File: src/rtl/puf_seq_pkg.sv
// Shared definitions for the PUF challenge-response sequencer:
// state encoding, challenge LFSR and the zero-seed substitute.
package puf_seq_pkg;

    typedef enum logic [2:0] {
        ST_IDLE,
        ST_RELAX,
        ST_ARM,
        ST_SAMPLE,
        ST_NEXTBIT,
        ST_DONE
    } state_t;

    localparam logic [7:0] LFSR_TAPS     = 8'hB8;
    localparam logic [7:0] ZERO_SEED_SUB = 8'h01;

    // Taps 7,5,4,3 fold into the new LSB; an all-zero state would lock up.
    function automatic logic [7:0] lfsr_next(input logic [7:0] x);
        return {x[6:0], ^(x & LFSR_TAPS)};
    endfunction

endpackage

File: src/rtl/puf_resp_sync.sv
// Two-flop synchronizer bringing the asynchronous PUF output into clk.
module puf_resp_sync (
    input  logic clk,
    input  logic rst,
    input  logic d,
    output logic q
);

    logic meta;

    always_ff @(posedge clk) begin
        if (rst) begin
            meta <= 1'b0;
            q    <= 1'b0;
        end else begin
            meta <= d;
            q    <= meta;
        end
    end

endmodule

File: src/rtl/puf_crp_sequencer.sv
// Drives challenges and excitation edges into the XOR arbiter PUF, majority-votes
// its output per challenge and returns the packed response over valid/ready.
//
// state    | meaning
// ---------+---------------------------------------------------------
// IDLE     | waiting for start
// RELAX    | PUF_In low for SETTLE_CYCLES
// ARM      | PUF_In high for SETTLE_CYCLES
// SAMPLE   | one cycle, accumulate synchronized PUF output as a vote
// NEXTBIT  | one cycle, store voted bit, advance challenge LFSR
// DONE     | resp_word valid, waiting for resp_ready
module puf_crp_sequencer
    import puf_seq_pkg::*;
#(
    parameter int SETTLE_CYCLES = 16,
    parameter int VOTES         = 5,
    parameter int RESP_BITS     = 8
) (
    input  logic                 clk,
    input  logic                 rst,
    input  logic                 start,
    input  logic [7:0]           seed,
    output logic [7:0]           CH,
    output logic                 PUF_In,
    input  logic                 XOR_PUF_Out,
    output logic [RESP_BITS-1:0] resp_word,
    output logic                 resp_valid,
    input  logic                 resp_ready,
    output logic                 busy
);

    localparam int TW = (SETTLE_CYCLES > 1) ? $clog2(SETTLE_CYCLES) : 1;
    localparam int VW = $clog2(VOTES + 1);
    localparam int BW = (RESP_BITS > 1) ? $clog2(RESP_BITS) : 1;

    localparam logic [TW-1:0] SETTLE_LOAD = TW'(SETTLE_CYCLES - 1);
    localparam logic [VW-1:0] LAST_VOTE   = VW'(VOTES - 1);
    localparam logic [VW-1:0] HALF_VOTES  = VW'(VOTES / 2);
    localparam logic [BW-1:0] LAST_BIT    = BW'(RESP_BITS - 1);

    state_t          state, state_next;
    logic [TW-1:0]   tmr;
    logic [VW-1:0]   vote_cnt;
    logic [VW-1:0]   ones_cnt;
    logic [BW-1:0]   bit_cnt;
    logic            puf_sync;
    logic            tmr_zero;
    logic            tmr_load;

    puf_resp_sync u_sync (
        .clk (clk),
        .rst (rst),
        .d   (XOR_PUF_Out),
        .q   (puf_sync)
    );

    assign tmr_zero = (tmr == '0);

    always_comb begin
        state_next = state;
        PUF_In     = 1'b0;
        resp_valid = 1'b0;
        busy       = (state != ST_IDLE);
        case (state)
            ST_IDLE:    if (start) state_next = ST_RELAX;
            ST_RELAX:   if (tmr_zero) state_next = ST_ARM;
            ST_ARM: begin
                PUF_In = 1'b1;
                if (tmr_zero) state_next = ST_SAMPLE;
            end
            ST_SAMPLE: begin
                PUF_In     = 1'b1;
                state_next = (vote_cnt == LAST_VOTE) ? ST_NEXTBIT : ST_RELAX;
            end
            ST_NEXTBIT: state_next = (bit_cnt == LAST_BIT) ? ST_DONE : ST_RELAX;
            ST_DONE: begin
                resp_valid = 1'b1;
                if (resp_ready) state_next = ST_IDLE;
            end
            default:    state_next = ST_IDLE;
        endcase
    end

    // Timer reloads on every entry into a settle phase and counts down to zero.
    assign tmr_load = (state_next != state) &&
                      ((state_next == ST_RELAX) || (state_next == ST_ARM));

    always_ff @(posedge clk) begin
        if (rst) begin
            state     <= ST_IDLE;
            tmr       <= '0;
            vote_cnt  <= '0;
            ones_cnt  <= '0;
            bit_cnt   <= '0;
            CH        <= '0;
            resp_word <= '0;
        end else begin
            state <= state_next;

            if (tmr_load)
                tmr <= SETTLE_LOAD;
            else if (!tmr_zero)
                tmr <= tmr - TW'(1);

            case (state)
                ST_IDLE: begin
                    if (start) begin
                        CH       <= (seed == 8'h00) ? ZERO_SEED_SUB : seed;
                        vote_cnt <= '0;
                        ones_cnt <= '0;
                        bit_cnt  <= '0;
                    end
                end
                ST_SAMPLE: begin
                    ones_cnt <= ones_cnt + VW'(puf_sync);
                    vote_cnt <= vote_cnt + VW'(1);
                end
                ST_NEXTBIT: begin
                    resp_word[bit_cnt] <= (ones_cnt > HALF_VOTES);
                    CH                 <= lfsr_next(CH);
                    ones_cnt           <= '0;
                    vote_cnt           <= '0;
                    bit_cnt            <= bit_cnt + BW'(1);
                end
                default: ;
            endcase
        end
    end

endmodule

File: config.mk
export PLATFORM = sky130hd
export DESIGN_NAME = puf_crp_sequencer
export DESIGN_NICKNAME = d
export VERILOG_FILES = /design/src/rtl/puf_seq_pkg.sv /design/src/rtl/puf_resp_sync.sv /design/src/rtl/puf_crp_sequencer.sv
export SDC_FILE = /design/constraint.sdc
export NUM_CORES = 1
export LEC_CHECK = 0
export ABC_CLOCK_PERIOD_IN_PS = 4650
export CORE_MARGIN = 1
export CORE_UTILIZATION = 31
export CTS_CLUSTER_SIZE = 20
export DETAILED_ROUTE_END_ITERATION = 12
export HOLD_SLACK_MARGIN = 0.02
export PLACE_DENSITY = 0.63
export RECOVER_POWER = 50
export SYNTH_ARGS = -nofsm -noshare
export SYNTH_HDL_FRONTEND = slang
export SYNTH_HIERARCHICAL = 1
export SYNTH_SLANG_ARGS = --single-unit
File: constraint.sdc
create_clock -name clk -period 4.65 [get_ports clk]
set_input_delay 1.1625 -clock clk [delete_from_list [all_inputs] [get_ports clk]]
set_output_delay 1.1625 -clock clk [all_outputs]
set_load 0.01 [all_outputs]
==> impl_metrics.env, run 1 <==
export IMPL_run_status="finished, final reports clean"
export IMPL_async_flop_share=0
export IMPL_combined_area_of_the_multi_input_logic_cells_um2=956
export IMPL_critical_path_endpoint_type="output pin"
export IMPL_yosysWarnings=6
export IMPL_report_final_hold_viol_count=0
export IMPL_sequential_cell_area_um2=681
export IMPL_tightest_slew_ns=1.16
export IMPL_io_pins=32
export IMPL_most_common_layout_cells="sky130_fd_sc_hd__dfxtp_1, sky130_fd_sc_hd__nor2_1, sky130_fd_sc_hd__dlygate4sd3_1"
export IMPL_maximum_number_of_pins_on_one_net_before_global_route_repair=20
export IMPL_min_delay_path_class="flip-flop to flip-flop"
export IMPL_setup_reg_to_reg_worst_slack_ns=2.74
export IMPL_p_switching_uw=245
export IMPL_dp_final_hpwl_um=2400
export IMPL_cts_htree_levels=2
export IMPL_most_common_cell_after_layout_fill_and_taps_aside="sky130_fd_sc_hd__dfxtp_1"
export IMPL_finalWeightedCongestion=0.745
export IMPL_worstPathMaxFanout=13
export IMPL_clkPwrFrac=0.279
export IMPL_total_leakage_power_uw=0.000851
export IMPL_io_buffers=31
export IMPL_num_rows=26
export IMPL_cts_max_path_buffers=2
export IMPL_grt_antenna_before_repair=0
export IMPL_synth_nets=208
export IMPL_area_growth_synth_to_final_pct=24.8
export IMPL_maxClockFrequency_ghz=0.340
export IMPL_power_per_cell_area_mw_per_mm2=370
export IMPL_hold_slack_ns=0.461
export IMPL_worstHoldPathCells=2
export IMPL_power_share_of_the_combinational_group=0.268
export IMPL_filler_cell_count=520
export IMPL_placement_cell_area_mm2=0.00206
export IMPL_cts_resizes=0
export IMPL_final_max_slew_violation_count=0
export IMPL_totalWireLength_um=3490
export IMPL_cts_num_sinks=34
export IMPL_max_cap_viols=0
export IMPL_design_internal_power_uw=552
export IMPL_relSlewSlack=0.217
export IMPL_post_cts_buffers=0
export IMPL_synth_ff_type="sky130_fd_sc_hd__dfxtp_1"
export IMPL_timing_critical_path_arrival_ns=1.78
export IMPL_clock_skew_ns=0.00307
export IMPL_finalCriticalPeriod_ns=2.94
export IMPL_clock_insertion_delay_at_the_later_pin_of_the_skew_report_ns=0.28
export IMPL_hold_buffers=0
export IMPL_first_global_vias=1291
export IMPL_power_ir_vdd_worst_v=0.000195
export IMPL_core_region_area_mm2=0.00524
export IMPL_gr_usage_all_layers=0.126
export IMPL_flop_and_latch_count_out_of_synthesis=34
export IMPL_tritoncts_num_buffers=5
export IMPL_initial_core_utilization=0.330
export IMPL_wire_length_of_the_first_global_routing_pass_um=5950
export IMPL_synth_area_mm2=0.00173
export IMPL_synth_avg_cell_area_um2=9.19
export IMPL_cts_tree="yes"
export IMPL_floorplan_die_height_um=76.7
export IMPL_synthesis_instances=188
export IMPL_routed_wire_length_per_instance_um=12.1
export IMPL_synth_unique_cells=40
export IMPL_drc=0
export IMPL_switching_share=0.307
export IMPL_critPathRequiredTime_ns=3.49
export IMPL_drt_antenna_violating_nets=0
export IMPL_synth_edf_count=0
export IMPL_reg2regPathDepth=4
export IMPL_fp_dieArea_mm2=0.00588
export IMPL_die_width_um=76.7
export IMPL_drt_first_pass_iters=4
export IMPL_clk_pin_slew_worst_paths_ns=0.07
export IMPL_rsz0062_at_grt="false"
export IMPL_root_buffer_cell="sky130_fd_sc_hd__clkbuf_8"
export IMPL_tns_ns=0
export IMPL_routed_via_count=1386
export IMPL_critPathKind="flip-flop to output pin"
export IMPL_synth_seq_area_share=0.394
export IMPL_crit_path_start_kind="flip-flop"
export IMPL_finalInstanceArea_mm2=0.00216
export IMPL_period_share=0.633
export IMPL_dr_first_iter_drc_count=79
export IMPL_antenna_cells_inserted=0
export IMPL_final_setup_viol_count=0
export IMPL_grt_ovfl_total=0
export IMPL_p_seq_frac=0.453
export IMPL_routed_via_density=4.81
export IMPL_final_nets=237
export IMPL_share_of_post_route_cells_with_drive_strength_above_1=0.0917
==> final cells by class <==
type	instances	share of cell area
multi-input combinational	138	0.443
sequential	34	0.316
timing repair buffer	32	0.147
tap	70	0.0406
clock buffer	7	0.0400
inverter	6	0.0104
clock inverter	1	0.00232
==> worst paths after layout <==
check,startpoint,endpoint
setup / recovery,state[0]$_SDFF_PP0_,resp_valid
hold / removal,resp_word[0]$_SDFFE_PP0P_,resp_word[0]$_SDFFE_PP0P_
setup reg to reg,state[2]$_SDFF_PP0_,CH[0]$_SDFFE_PP0P_
hold reg to reg,resp_word[0]$_SDFFE_PP0P_,resp_word[0]$_SDFFE_PP0P_
==> critical path, stage by stage, from the launching register on <==
cell and delay [ns]:
sky130_fd_sc_hd__dfxtp_1 0.62, sky130_fd_sc_hd__and2b_1 0.22, sky130_fd_sc_hd__and2_1 0.13, sky130_fd_sc_hd__clkdlybuf4s50_1 0.53
==> metrics by stage <==
| stage | setup slack [ns] | instances | utilization | power, uW |
|---|---|---|---|---|
| 4_1_cts | 1.68 | 288 | 0.412 | 812 |
| 3_5_place_dp | 1.72 | 280 | 0.394 | 585 |
| 6_report | 1.71 | 288 | 0.412 | 797 |
| 2_1_floorplan | 2.64 | 188 | - | 523 |
| 5_1_grt | 1.62 | 288 | 0.412 | 851 |
| 3_3_place_gp | 1.75 | 280 | 0.394 | 582 |
==> layer usage <==
layer  part of all wire  GRT usage
met3              0.039     0.0381
met1               0.52      0.163
met2               0.43      0.196
met5                  0          0
met4              0.010     0.0462
==> kinds of logic after synthesis <==
group,count (synthesis),synth area share
xor gates and xnor gates,6,0.0304
AOI/OAI and AO/OA,38,0.159
muxes,15,0.0883
DFF,34,0.394
buffers and inverters,16,0.0529
adders and majority gates,7,0.0507
and+or+nand+nor,72,0.224
==> Yosys cell counts, types with 3 or more instances <==
cell type	n	area, um^2
sky130_fd_sc_hd__nor2_1	21	78.8
sky130_fd_sc_hd__mux2i_1	13	130
sky130_fd_sc_hd__ha_1	7	87.6
sky130_fd_sc_hd__a21oi_1	15	75.1
sky130_fd_sc_hd__inv_1	6	22.5
sky130_fd_sc_hd__nand2b_1	3	18.8
sky130_fd_sc_hd__o22ai_1	4	25.0
sky130_fd_sc_hd__a211oi_1	3	22.5
sky130_fd_sc_hd__nor2b_1	6	37.5
sky130_fd_sc_hd__nand2_1	14	52.6
sky130_fd_sc_hd__nor3_1	7	35.0
sky130_fd_sc_hd__nand3_1	11	55.1
sky130_fd_sc_hd__a211oi_2	5	62.6
sky130_fd_sc_hd__xor2_1	4	35.0
sky130_fd_sc_hd__dfxtp_1	34	681
sky130_fd_sc_hd__clkbuf_1	4	15.0
==> sequential cells by signal, indices dropped and copies added (netlist names), 3 cells and up <==
| signal | cells |
|---|---|
| resp_word | 8 |
| state | 3 |
| tmr | 4 |
| vote_cnt | 3 |
| CH | 8 |
| bit_cnt | 3 |
| ones_cnt | 3 |
==> power groups by stage <==
| stage | logic [uW] | clock network [uW] | registers, uW |
|---|---|---|---|
| 2_1_floorplan | 164 | 0 | 359 |
| 3_3_place_gp | 213 | 0 | 369 |
| 3_5_place_dp | 217 | 0 | 369 |
| 4_1_cts | 218 | 232 | 362 |
| 5_1_grt | 238 | 245 | 368 |
| 6_report | 213 | 223 | 361 |
Note: power is estimated with default switching activity, not from simulation.
==> run 2: changes to the inputs <==
- ABC_CLOCK_PERIOD_IN_PS: 4650 -> 2700
- PLACE_DENSITY: 0.63 -> 0.65
- clock period: 4.65 -> 2.7 ns (I/O delays scaled with it)
==> run 2 against run 1 <==
Against the previous run: design area grew 0.41%; clock power is 100% higher; flip-flop and latch count did not move; clock-buffer cell count stayed put; total power rose by 78%; final cell count is 0.69% higher; wire length fell by 1.4%; combinational power rose by 69%; critical endpoint unchanged; highest routed layer unchanged.
==> impl_metrics.env, run 2 (same netlist as run 1, synthesis figures left out) <==
export IMPL_share_of_post_route_cells_with_drive_strength_above_1=0.0818
export IMPL_worstPathMaxFanout=13
export IMPL_cts_htree_levels=2
export IMPL_maxClockFrequency_ghz=0.410
export IMPL_postLayoutSetupSlackWorst_ns=0.263
export IMPL_routed_via_density=4.79
export IMPL_clock_skew_ns=0.00338
export IMPL_drc=0
export IMPL_hold_buffers=0
export IMPL_critical_path_endpoint_type="output pin"
export IMPL_io_pins=32
export IMPL_core_region_area_mm2=0.00524
export IMPL_routed_wire_length_per_instance_um=11.9
export IMPL_post_cts_buffers=0
export IMPL_hold_slack_ns=0.454
export IMPL_cts_max_path_buffers=2
export IMPL_cts_resizes=0
export IMPL_fin_total_pwr_uw=1420
export IMPL_antenna_cells_inserted=0
export IMPL_critPathKind="flip-flop to output pin"
export IMPL_grtUsageMet1=0.164
export IMPL_dp_final_hpwl_um=2500
export IMPL_tightest_slew_ns=1.28
export IMPL_cts_tree="yes"
export IMPL_routed_via_count=1388
export IMPL_met2_usage=0.204
export IMPL_crit_path_start_kind="flip-flop"
export IMPL_clk_pin_slew_worst_paths_ns=0.07
export IMPL_initial_core_utilization=0.330
export IMPL_grt_antenna_before_repair=0
export IMPL_min_delay_path_class="flip-flop to flip-flop"
export IMPL_placement_cell_area_mm2=0.00209
export IMPL_dr_first_iter_drc_count=56
export IMPL_most_common_cell_after_layout_fill_and_taps_aside="sky130_fd_sc_hd__dfxtp_1"
export IMPL_tns_ns=0
export IMPL_clock_insertion_delay_at_the_later_pin_of_the_skew_report_ns=0.28
export IMPL_relSlewSlack=0.149
export IMPL_drt_antenna_violating_nets=0
export IMPL_filler_cell_count=555
export IMPL_power_per_cell_area_mw_per_mm2=657
export IMPL_maximum_number_of_pins_on_one_net_before_global_route_repair=28
export IMPL_run_status="finished, final reports clean"
export IMPL_rsz0062_at_grt="false"
export IMPL_max_cap_viols=0
export IMPL_finalWeightedCongestion=0.745
export IMPL_final_setup_viol_count=0
export IMPL_grt_busiest_layer="met2"
export IMPL_global_route_usage_met3=0.0321
export IMPL_floorplan_die_height_um=76.7
export IMPL_totalWireLength_um=3450
export IMPL_fp_dieArea_mm2=0.00588
export IMPL_most_common_layout_cells="sky130_fd_sc_hd__dfxtp_1, sky130_fd_sc_hd__clkdlybuf4s50_1, sky130_fd_sc_hd__nor2_1"
export IMPL_sequential_cell_area_um2=681
export IMPL_power_ir_vdd_worst_v=0.000265
export IMPL_finalCriticalPeriod_ns=2.44
export IMPL_grt_ovfl_total=0
export IMPL_first_global_vias=1318
export IMPL_timing_critical_path_arrival_ns=1.76
export IMPL_area_growth_synth_to_final_pct=25.3
export IMPL_final_max_slew_violation_count=0
export IMPL_finalInstanceArea_mm2=0.00216
export IMPL_tritoncts_num_buffers=5
export IMPL_critPathRequiredTime_ns=2.03
export IMPL_place_worst_setup_slack_ns=0.554
export IMPL_io_buffers=31
export IMPL_final_nets=239
export IMPL_gr_usage_all_layers=0.129
export IMPL_combined_area_of_the_multi_input_logic_cells_um2=938
export IMPL_wire_length_of_the_first_global_routing_pass_um=6040
export IMPL_report_final_hold_viol_count=0
export IMPL_root_buffer_cell="sky130_fd_sc_hd__clkbuf_8"
export IMPL_period_share=0.903
export IMPL_cts_num_sinks=34
export IMPL_layout_top_registers="CH: 8 flops, resp_word: 8 flops, tmr: 4 flops"
export IMPL_num_rows=26
export IMPL_drt_first_pass_iters=4
export IMPL_die_width_um=76.7
export IMPL_total_leakage_power_uw=0.000824
## run 2: stage by stage
step	cells	utilization
CTS	290	0.420
global placement	282	0.399
global route	290	0.413
floorplan	188	-
finish	290	0.413
detailed placement	282	0.399
## run 2: critical path, cell delays in order, from the launching register on
cell and delay [ns]:
sky130_fd_sc_hd__dfxtp_1 0.61, sky130_fd_sc_hd__and2b_1 0.22, sky130_fd_sc_hd__and2_1 0.13, sky130_fd_sc_hd__clkdlybuf4s50_1 0.52
## run 2: final timing paths
| path | startpoint | to | slack, ns | cells after the start |
|---|---|---|---|---|
| worst min-delay path | u_sync/meta$_SDFF_PP0_ | u_sync/q$_SDFF_PP0_ | 0.45 | 1 |
| worst min register to register | u_sync/meta$_SDFF_PP0_ | u_sync/q$_SDFF_PP0_ | 0.45 | 1 |
| worst max register to register | tmr[0]$_SDFFE_PP0P_ | tmr[1]$_SDFFE_PP0P_ | 0.48 | 6 |
| worst max-delay path | state[0]$_SDFF_PP0_ | resp_valid | 0.26 | 3 |
## run 2: report_power, final
part | switching (uW) | internal [uW]
logic | 172 | 188
clock network | 172 | 276
registers | 56.8 | 558
## run 2: routing by layer
| metal | vias up | wire length [um] |
|---|---|---|
| met5 | - | 0 |
| met4 | 0 | 46 |
| met3 | 4 | 120 |
| met2 | 19 | 1580 |
| met1 | 639 | 1700 |
| li1 | 726 | - |
## run 2: cell type report
| cell class | count | area share |
|---|---|---|
| Clock buffer | 7 | 0.0353 |
| Clock inverter | 1 | 0.0139 |
| Inverter | 6 | 0.0104 |
| Multi-Input combinational cell | 138 | 0.434 |
| Sequential cell | 34 | 0.314 |
| Tap cell | 70 | 0.0405 |
| Timing Repair Buffer | 34 | 0.152 |
